$ cat src/rtl/axi_aw_arb_monitor_if.sv
// axi_aw_arb_monitor_if: per-channel AXI write-address valid/ready bundle
interface axi_aw_arb_monitor_if #(parameter int NUM_CH = 3);
    logic [NUM_CH-1:0] awvalid;
    logic [NUM_CH-1:0] awready;
    modport master (output awvalid, input awready);
    modport slave (input awvalid, output awready);
    modport monitor (input awvalid, input awready);
endinterface

$ cat src/rtl/axi_aw_arb_monitor.sv
// axi_aw_arb_monitor: passive AW arbiter compliance checker; optional SVA via AXI_ARB_MON_ASSERT_EN
module axi_aw_arb_monitor #(
    parameter int NUM_CH = 3,
    parameter int CNT_W = 17,
    parameter int WEIGHT_W = 16,
    parameter int STARVE_W = 16,
    parameter int VCNT_W = 16,
    localparam int CH_W = $clog2(NUM_CH)
) (
    input  logic                       clk,
    input  logic                       rst_n,
    axi_aw_arb_monitor_if.monitor      aw,
    input  logic                       arb_en,
    input  logic [1:0]                 arb_mode,
    input  logic [NUM_CH*WEIGHT_W-1:0] weight,
    input  logic [STARVE_W-1:0]        starve_limit,
    input  logic                       clr_err,
    output logic                       err_valid,
    output logic [2:0]                 err_code,
    output logic [CH_W-1:0]            err_ch,
    output logic [4:0]                 err_sticky,
    output logic [VCNT_W-1:0]          viol_cnt
);
    localparam int CMP_W = CNT_W > WEIGHT_W ? CNT_W : WEIGHT_W;
    logic [NUM_CH-1:0] hs;
    logic [NUM_CH-1:0] awvalid_dly;
    logic [CNT_W-1:0] streak [NUM_CH];
    logic [STARVE_W-1:0] wait_cnt [NUM_CH];
    logic [4:0] fire;
    logic [CH_W-1:0] fire_ch [5];
    logic multi;
    logic [2:0] code_sel;
    logic [CH_W-1:0] ch_sel;
    assign hs = aw.awvalid & aw.awready;
    assign multi = (hs & (hs - NUM_CH'(1))) != '0;
    // rule checks on pre-update history; descending scan leaves the lowest channel per code
    always_comb begin
        fire = '0;
        for (int k = 0; k < 5; k++) fire_ch[k] = '0;
        for (int i = NUM_CH - 1; i >= 0; i--) begin
            if (multi && hs[i]) begin
                fire[0] = 1'b1;
                fire_ch[0] = CH_W'(i);
            end
            if (i >= 1 && !arb_en && hs[i]) begin
                fire[1] = 1'b1;
                fire_ch[1] = CH_W'(i);
            end
            if (arb_en && arb_mode == 2'd0 && hs[i] && (aw.awvalid & ((NUM_CH'(1) << i) - NUM_CH'(1))) != '0) begin
                fire[2] = 1'b1;
                fire_ch[2] = CH_W'(i);
            end
            if (arb_en && hs[i] && (awvalid_dly & ~(NUM_CH'(1) << i)) != '0 &&
                ((arb_mode == 2'd1 && streak[i] > CNT_W'(1)) ||
                 (arb_mode == 2'd2 && CMP_W'(streak[i]) > CMP_W'(weight[i*WEIGHT_W +: WEIGHT_W])))) begin
                fire[3] = 1'b1;
                fire_ch[3] = CH_W'(i);
            end
            if (starve_limit != '0 && wait_cnt[i] >= starve_limit) begin
                fire[4] = 1'b1;
                fire_ch[4] = CH_W'(i);
            end
        end
    end
    assign code_sel = fire[0] ? 3'd0 : fire[1] ? 3'd1 : fire[2] ? 3'd2 : fire[3] ? 3'd3 : 3'd4;
    assign ch_sel = fire[0] ? fire_ch[0] : fire[1] ? fire_ch[1] : fire[2] ? fire_ch[2] : fire[3] ? fire_ch[3] : fire_ch[4];
    // per-channel history: delayed valid, saturating grant streaks and wait counters
    always_ff @(posedge clk or negedge rst_n) begin
        if (!rst_n) begin
            awvalid_dly <= '0;
            for (int i = 0; i < NUM_CH; i++) begin
                streak[i] <= '0;
                wait_cnt[i] <= '0;
            end
        end else begin
            awvalid_dly <= aw.awvalid;
            for (int i = 0; i < NUM_CH; i++) begin
                streak[i] <= (hs[i] && arb_en) ? ((&streak[i]) ? streak[i] : streak[i] + CNT_W'(1)) :
                             ((hs & ~(NUM_CH'(1) << i)) != '0) ? '0 : streak[i];
                wait_cnt[i] <= (!aw.awvalid[i] || hs[i]) ? '0 :
                               (&wait_cnt[i]) ? wait_cnt[i] : wait_cnt[i] + STARVE_W'(1);
            end
        end
    end
    // registered reporting; a violation beats a same-cycle clear
    always_ff @(posedge clk or negedge rst_n) begin
        if (!rst_n) begin
            err_valid <= 1'b0;
            err_code <= '0;
            err_ch <= '0;
            err_sticky <= '0;
            viol_cnt <= '0;
        end else begin
            err_valid <= |fire;
            if (|fire) begin
                err_code <= code_sel;
                err_ch <= ch_sel;
            end
            err_sticky <= (clr_err ? 5'd0 : err_sticky) | fire;
            viol_cnt <= clr_err ? VCNT_W'(|fire) :
                        (|fire && !(&viol_cnt)) ? viol_cnt + VCNT_W'(1) : viol_cnt;
        end
    end
`ifdef AXI_ARB_MON_ASSERT_EN
    for (genvar k = 0; k < 5; k++) begin : g_sva
        a_rule: assert property (@(posedge clk) disable iff (!rst_n) !fire[k])
            else $error("axi_aw_arb_monitor: violation code %0d ch %0d at %0t", k, fire_ch[k], $time);
    end
`else
`endif
endmodule

$ cat src/flat_wrapper.sv
// flat-port wrapper written by rule: the top's interface ports become plain ports
module axi_aw_arb_monitor_flat 
#(
    parameter int NUM_CH = 3,
    parameter int CNT_W = 17,
    parameter int WEIGHT_W = 16,
    parameter int STARVE_W = 16,
    parameter int VCNT_W = 16,
    localparam int CH_W = $clog2(NUM_CH)
)
  (clk, rst_n, arb_en, arb_mode, weight, starve_limit, clr_err, err_valid, err_code, err_ch, err_sticky, viol_cnt, aw_awvalid, aw_awready);
  axi_aw_arb_monitor_if #(.NUM_CH(NUM_CH)) aw_i ();
  input  logic clk;
  input  logic rst_n;
  input  logic arb_en;
  input  logic [1:0] arb_mode;
  input  logic [NUM_CH*WEIGHT_W-1:0] weight;
  input  logic [STARVE_W-1:0] starve_limit;
  input  logic clr_err;
  output logic err_valid;
  output logic [2:0] err_code;
  output logic [CH_W-1:0] err_ch;
  output logic [4:0] err_sticky;
  output logic [VCNT_W-1:0] viol_cnt;
  input wire logic [$bits(aw_i.awvalid)-1:0] aw_awvalid;
  input wire logic [$bits(aw_i.awready)-1:0] aw_awready;
  assign aw_i.awvalid = aw_awvalid;
  assign aw_i.awready = aw_awready;
  axi_aw_arb_monitor #(.NUM_CH(NUM_CH), .CNT_W(CNT_W), .WEIGHT_W(WEIGHT_W), .STARVE_W(STARVE_W), .VCNT_W(VCNT_W)) u_core (.clk(clk), .rst_n(rst_n), .aw(aw_i), .arb_en(arb_en), .arb_mode(arb_mode), .weight(weight), .starve_limit(starve_limit), .clr_err(clr_err), .err_valid(err_valid), .err_code(err_code), .err_ch(err_ch), .err_sticky(err_sticky), .viol_cnt(viol_cnt));
endmodule
$ cat config.mk
export PLATFORM = sky130hd
export DESIGN_NAME = axi_aw_arb_monitor_flat
export DESIGN_NICKNAME = d
export VERILOG_FILES = /design/src/rtl/axi_aw_arb_monitor_if.sv /design/src/rtl/axi_aw_arb_monitor.sv /design/src/flat_wrapper.sv
export SDC_FILE = /design/constraint.sdc
export NUM_CORES = 1
export LEC_CHECK = 0
export ABC_AREA = 1
export CORE_MARGIN = 2
export CORE_UTILIZATION = 38
export DETAILED_ROUTE_END_ITERATION = 10
export HOLD_SLACK_MARGIN = 0.06
export PLACE_DENSITY = 0.6
export SLEW_MARGIN = 15
export SYNTH_ARGS = -nofsm -noshare
export SYNTH_HDL_FRONTEND = slang
export SYNTH_SLANG_ARGS = --single-unit
$ cat constraint.sdc
create_clock -name clk -period 4.3 [get_ports clk]
set_input_delay 0.43 -clock clk [delete_from_list [all_inputs] [get_ports clk]]
set_output_delay 0.43 -clock clk [all_outputs]
set_load 0.01 [all_outputs]
# After elaboration in Yosys (flattened, before gate mapping)
# Cells that the tools add are included.
[op_classes] addsub=8 n_lt_le_gt_ge=9 eq_ne=8 mux=52 bitwise=3 n_reduce_logical=65
[ops] operator="$mux W17" n=9
[ops] operator="$mux W16" n=8
[ops] operator="$add A16 B1 Y16 const B" n=4
[ops] operator="$reduce_and A16 Y1" n=4
[ops] operator="$add A17 B1 Y17 const B" n=3
[ops] operator="$gt A17 B1 Y1 const B" n=3
[ops] operator="$gt A17 B16 Y1" n=3
[ops] operator="$reduce_and A17 Y1" n=3
[ops] operator="$ge A16 B16 Y1" n=3
[ops] operator="$mux W2" n=17
[ops] operator="$logic_and A1 B1 Y1" n=29
[ops] operator="$reduce_bool A3 Y1" n=8
[ops] operator="$reduce_bool A16 Y1" n=1
[ops] operator="$mux W1" n=13
[ops] operator="$mux W3" n=4
[ops] operator="$reduce_bool A2 Y1" n=4
[ops] operator="$and A3 B3 Y3" n=2
[ops] operator="$logic_or A1 B1 Y1" n=6
[ops] operator="$ne A2 B1 Y1 const B" n=3
[ops] operator="$ne A2 B2 Y1 const B" n=3
[ops] operator="$reduce_and A2 Y1" n=3
[ops] operator="$logic_not A1 Y1" n=5
[ops] operator="$mux W5" n=1
[ops] operator="$or A5 B5 Y5" n=1
[ops] operator="other kinds (5)" n=5
[totals] regBits=129 in_bits=76 out_inout_bits=27 word_cells=157

# Longest topological paths before layout
[logic_depth] word_depth=12 mapped_depth=22 ltp_nobuf=21

# Worst setup path before layout
# No wires, ideal clock.
[synth_path] path_type="reg-to-reg" from="register u_core.streak[34] (netlist name)" to="register u_core.streak[49] (netlist name)" setup_ns=0.119 arrival_ns=2.486 t_required_ns=4.181 path_slack_ns=1.695 stages_incl_launch_ff=22 path_buffers=0 synth_period_minus_slack_ns=2.605 path_cell_list="dfrtp_1 -> ha_1 -> inv_1 -> nor3_1 -> inv_1 -> nor2_1 -> inv_1 -> nor2_1 -> nand2_1 -> inv_1 -> nand2_1 -> nor3b_1 -> ha_1 -> nor2_4 -> inv_1 -> nand2_4 -> inv_1 -> nor3_1 -> nand2_1 -> nor4_2 -> a21oi_1 -> o21a_1"
[synth_between] elab_chain_len=3 word_cells_on_any_way=6 classes_between="1 x add/sub; 1 x eq/ne; 2 x mux; 2 x reduce/logical"
[synth_lines] element="from (decl)" line="axi_aw_arb_monitor.sv:27" text="logic [CNT_W-1:0] streak [NUM_CH];"
[synth_lines] element="from (signal, indexed assignment)" line="axi_aw_arb_monitor.sv:78" text="streak[i] <= (hs[i] && arb_en) ? ((&streak[i]) ? streak[i] : streak[i] + CNT_W'(1)) :"
[synth_lines] element="$add A17 B1 Y17 or $reduce_and A17 Y1 (tied branches)" line="axi_aw_arb_monitor.sv:78"
[synth_lines] element="$mux W17 or $ne A2 B2 Y1 (tied branches)"
[synth_lines] element="$mux W17 or $reduce_and A2 Y1 (tied branches)"
# Parallel ways exist; a longest one is shown, timed or not. The select of a mux whose other input is x is not followed.
# A chain may end at the register's enable or synchronous reset.

# Final worst setup path
[layout_path] from="register u_core.streak[0] (netlist name)" to="register u_core.streak[15] (netlist name)"
# The elaborated chain is that of the path after synthesis.

==> impl_metrics.json <==
{
  "hold_viol_final": 0,
  "post_cts_buffers": 0,
  "overflow": 0,
  "met2_length_um": 11600,
  "ys_warn_count": 0,
  "fin_setup_tns_ns": 0,
  "wl_per_cell_um": 13.7,
  "h-tree-depth": 4,
  "port_buffers": 102,
  "ys_top_cells_by_area": "dfrtp_1 33%, ha_1 14%, nand2_1 10%",
  "critPathSlowestCell": "dfrtp_1",
  "syn_area_um2": 9680,
  "total_power_w": 0.00317,
  "drt_iter0_markers": 449,
  "syn_to_final_growth_pct": 20.9,
  "synth_ff_type": "dfrtp_1",
  "fin_crit_sh": 0.750,
  "synth-edff-count": 0,
  "drt-pass1-iter-count": 5,
  "finalMaxSlewViolations": 0,
  "timing.final.crit_period_ns": 3.22,
  "dr_wl_met3_um": 1000,
  "vias": 8751,
  "r2r_cells": 16,
  "hold_path.class": "flop to flop",
  "rr_startpoint": "u_core.streak[0]",
  "finalClockSkew_ns": 0.0101,
  "n_antenna_cell": 0,
  "synthCells": 1329,
  "wl_met1_um": 11700,
  "hold_slack_ns": 0.490,
  "antenna_found_initial": 0,
  "ys_seq_area_frac": 0.334,
  "synth_area_per_cell_um2": 7.28,
  "cp.arrival_ns": 3.56,
  "ys_top_cells_by_count": "265 x nand2_1, 246 x inv_1, 129 x dfrtp_1, 120 x nor2_1, 109 x ha_1",
  "cp_slowest_stage_delay_ns": 0.43,
  "ant_nets": 0,
  "ir_worst_vdd_v": 0.000228,
  "crit_path_start_kind": "flop",
  "hold_depth": 2,
  "crit_type": "flop to flop",
  "end_kind": "flop",
  "grt_max_degree": 70,
  "p_per_area_nw_per_um2": 271,
  "min-delay-start": "u_core.err_sticky[4]",
  "cts_sinks": 129,
  "fp.coreArea_um2": 25100,
  "grtUsageTotal": 0.194,
  "root_buffer": "clkbuf_16",
  "die_area_um2": 26800,
  "nNetsFinal": 1632,
  "ioPinCount": 103,
  "grt_pass1_vias": 8696,
  "crit_chain": "ha_1 -> nand2_1 -> nor3_1 -> nand3_1 -> nor2_1 -> nand3_1 -> nor4_1 -> ha_1 -> nor2_2 -> inv_1 -> nand2_1 -> nand2_1 -> nor2_1 -> nand3_1 -> o21ai_0 -> a21oi_1",
  "max_freq_mhz": 310,
  "clkTransAtPathRegs_ns": 0.06,
  "multi_input_area_um2": 5420,
  "die_height_um": 164,
  "path_max_fanout": 11,
  "outcome": "complete, no violations",
  "ys_ff_latch": 129,
  "wirelength_um": 24600,
  "crit_start": "u_core.streak[0]",
  "fillers": 2515,
  "cts_tree": "done",
  "drv_cap": 0,
  "p_leak_nw": 5.85,
  "clock_latency_ns": 0.42,
  "cts_buffers": 17,
  "grt_setup_unrepaired": "false",
  "cp.required_ns": 4.63,
  "num_rows": 58,
  "start_util": 0.385,
  "cts_buffer_depth": 2,
  "yosysTopAreaCell": "dfrtp_1",
  "max-slew-margin-rel": 0.549,
  "gp_congestion": 0.880,
  "worstMarginPinSlew_ns": 0.676,
  "via_per_inst": 4.89,
  "die_w_um": 164,
  "grt_pass1_wl_um": 41700,
  "dp_hpwl_um": 19200,
  "synth_nets": 1514,
  "drive_gt1_frac": 0.0603,
  "ys_types": 48,
  "seq_area_um2": 3230,
  "ys_async_sr_fraction": 1.00,
  "drc": 0,
  "synth_top_area_share": 0.334,
  "highest_layer": "met4",
  "setup_viol": 0,
  "post-synth-top-count-cell": "nand2_1"
}
## final timing paths
| check | to | slack (ns) |
|---|---|---|
| max | u_core.streak[15] | 1.08 |
| min reg2reg | u_core.err_sticky[4] | 0.49 |
| min | u_core.err_sticky[4] | 0.49 |
| max in group asynchronous | u_core.wait_cnt[9] | 2.76 |
| max reg2reg | u_core.streak[15] | 1.08 |
| min in group asynchronous | u_core.wait_cnt[26] | 0.60 |
## area by class of cell
class | count | area share
multi-input cells | 936 | 0.463
flip-flops and latches | 129 | 0.276
repair buffers | 108 | 0.0914
inverters | 255 | 0.0818
clock buffers | 20 | 0.0390
well taps | 330 | 0.0353
clock inverters | 12 | 0.0135
## metal layers
layer	GRT usage	vias up
li1	-	4607
met1	0.255	3966
met2	0.334	162
met3	0.0358	16
met4	0.0379	0
met5	0	-
## state kept, by name (all words and copies together) (netlist names)
register	flops
u_core.awvalid_dly	3
u_core.err_valid	1
u_core.streak	51
u_core.err_sticky	5
u_core.err_code	3
u_core.viol_cnt	16
u_core.wait_cnt	48
u_core.err_ch	2
## worst max-delay path: cells and delay by family (launching register included)
family,cells,cell delay [ns]
buffers and inverters,1,0.16
AOI/OAI and AO/OA,2,0.20
DFF,1,0.43
and+or+nand+nor,11,1.92
adders and majority gates,2,0.43
## repair_timing
action	4_1_cts	5_1_grt
hold buffers	1	0
gates resized for setup	0	0
endpoints found under the hold margin	12	0
## power by group
part / switching (W) / internal, W
registers: 0.0000312 / 0.00124
logic: 0.000226 / 0.000170
clock network: 0.000560 / 0.000945
## kinds of logic (layout without fill, tap and decap cells)
| logic type | count (synthesis) | after routing | share of synthesized area |
|---|---|---|---|
| simple gates | 591 | 591 | 0.277 |
| buf+inv | 264 | 395 | 0.107 |
| compound gates | 216 | 216 | 0.124 |
| flops | 129 | 129 | 0.334 |
| fa+ha+maj | 109 | 109 | 0.141 |
| xor+xnor | 18 | 18 | 0.0163 |
| mux | 2 | 2 | 0.00233 |
## layout by cell type, fill, tap and decap left out, drive strengths merged, types with 7 or more instances in the layout
cell type,count
ha,109
nand3,72
nand4,24
nor2,129
a211oi,12
nor3,52
clkbuf,20
o22ai,8
o21ai,86
nand2,285
a21oi,85
nor4,22
xor2,15
dfrtp,129
clkdlybuf4s50,101
a31oi,7
inv,255
## metrics by stage
| step | worst slack (ns) | cell area, µm² | std cells | util |
|---|---|---|---|---|
| after floorplan | 1.69 | 9680 | 1329 | - |
| after global placement | 1.02 | 11100 | 1757 | 0.441 |
| after detailed placement | 0.994 | 11100 | 1757 | 0.441 |
| after CTS | 1.06 | 11700 | 1790 | 0.466 |
| after global routing | 0.711 | 11700 | 1790 | 0.466 |
| final | 1.08 | 11700 | 1790 | 0.466 |
(Power assumes the default switching activity.)
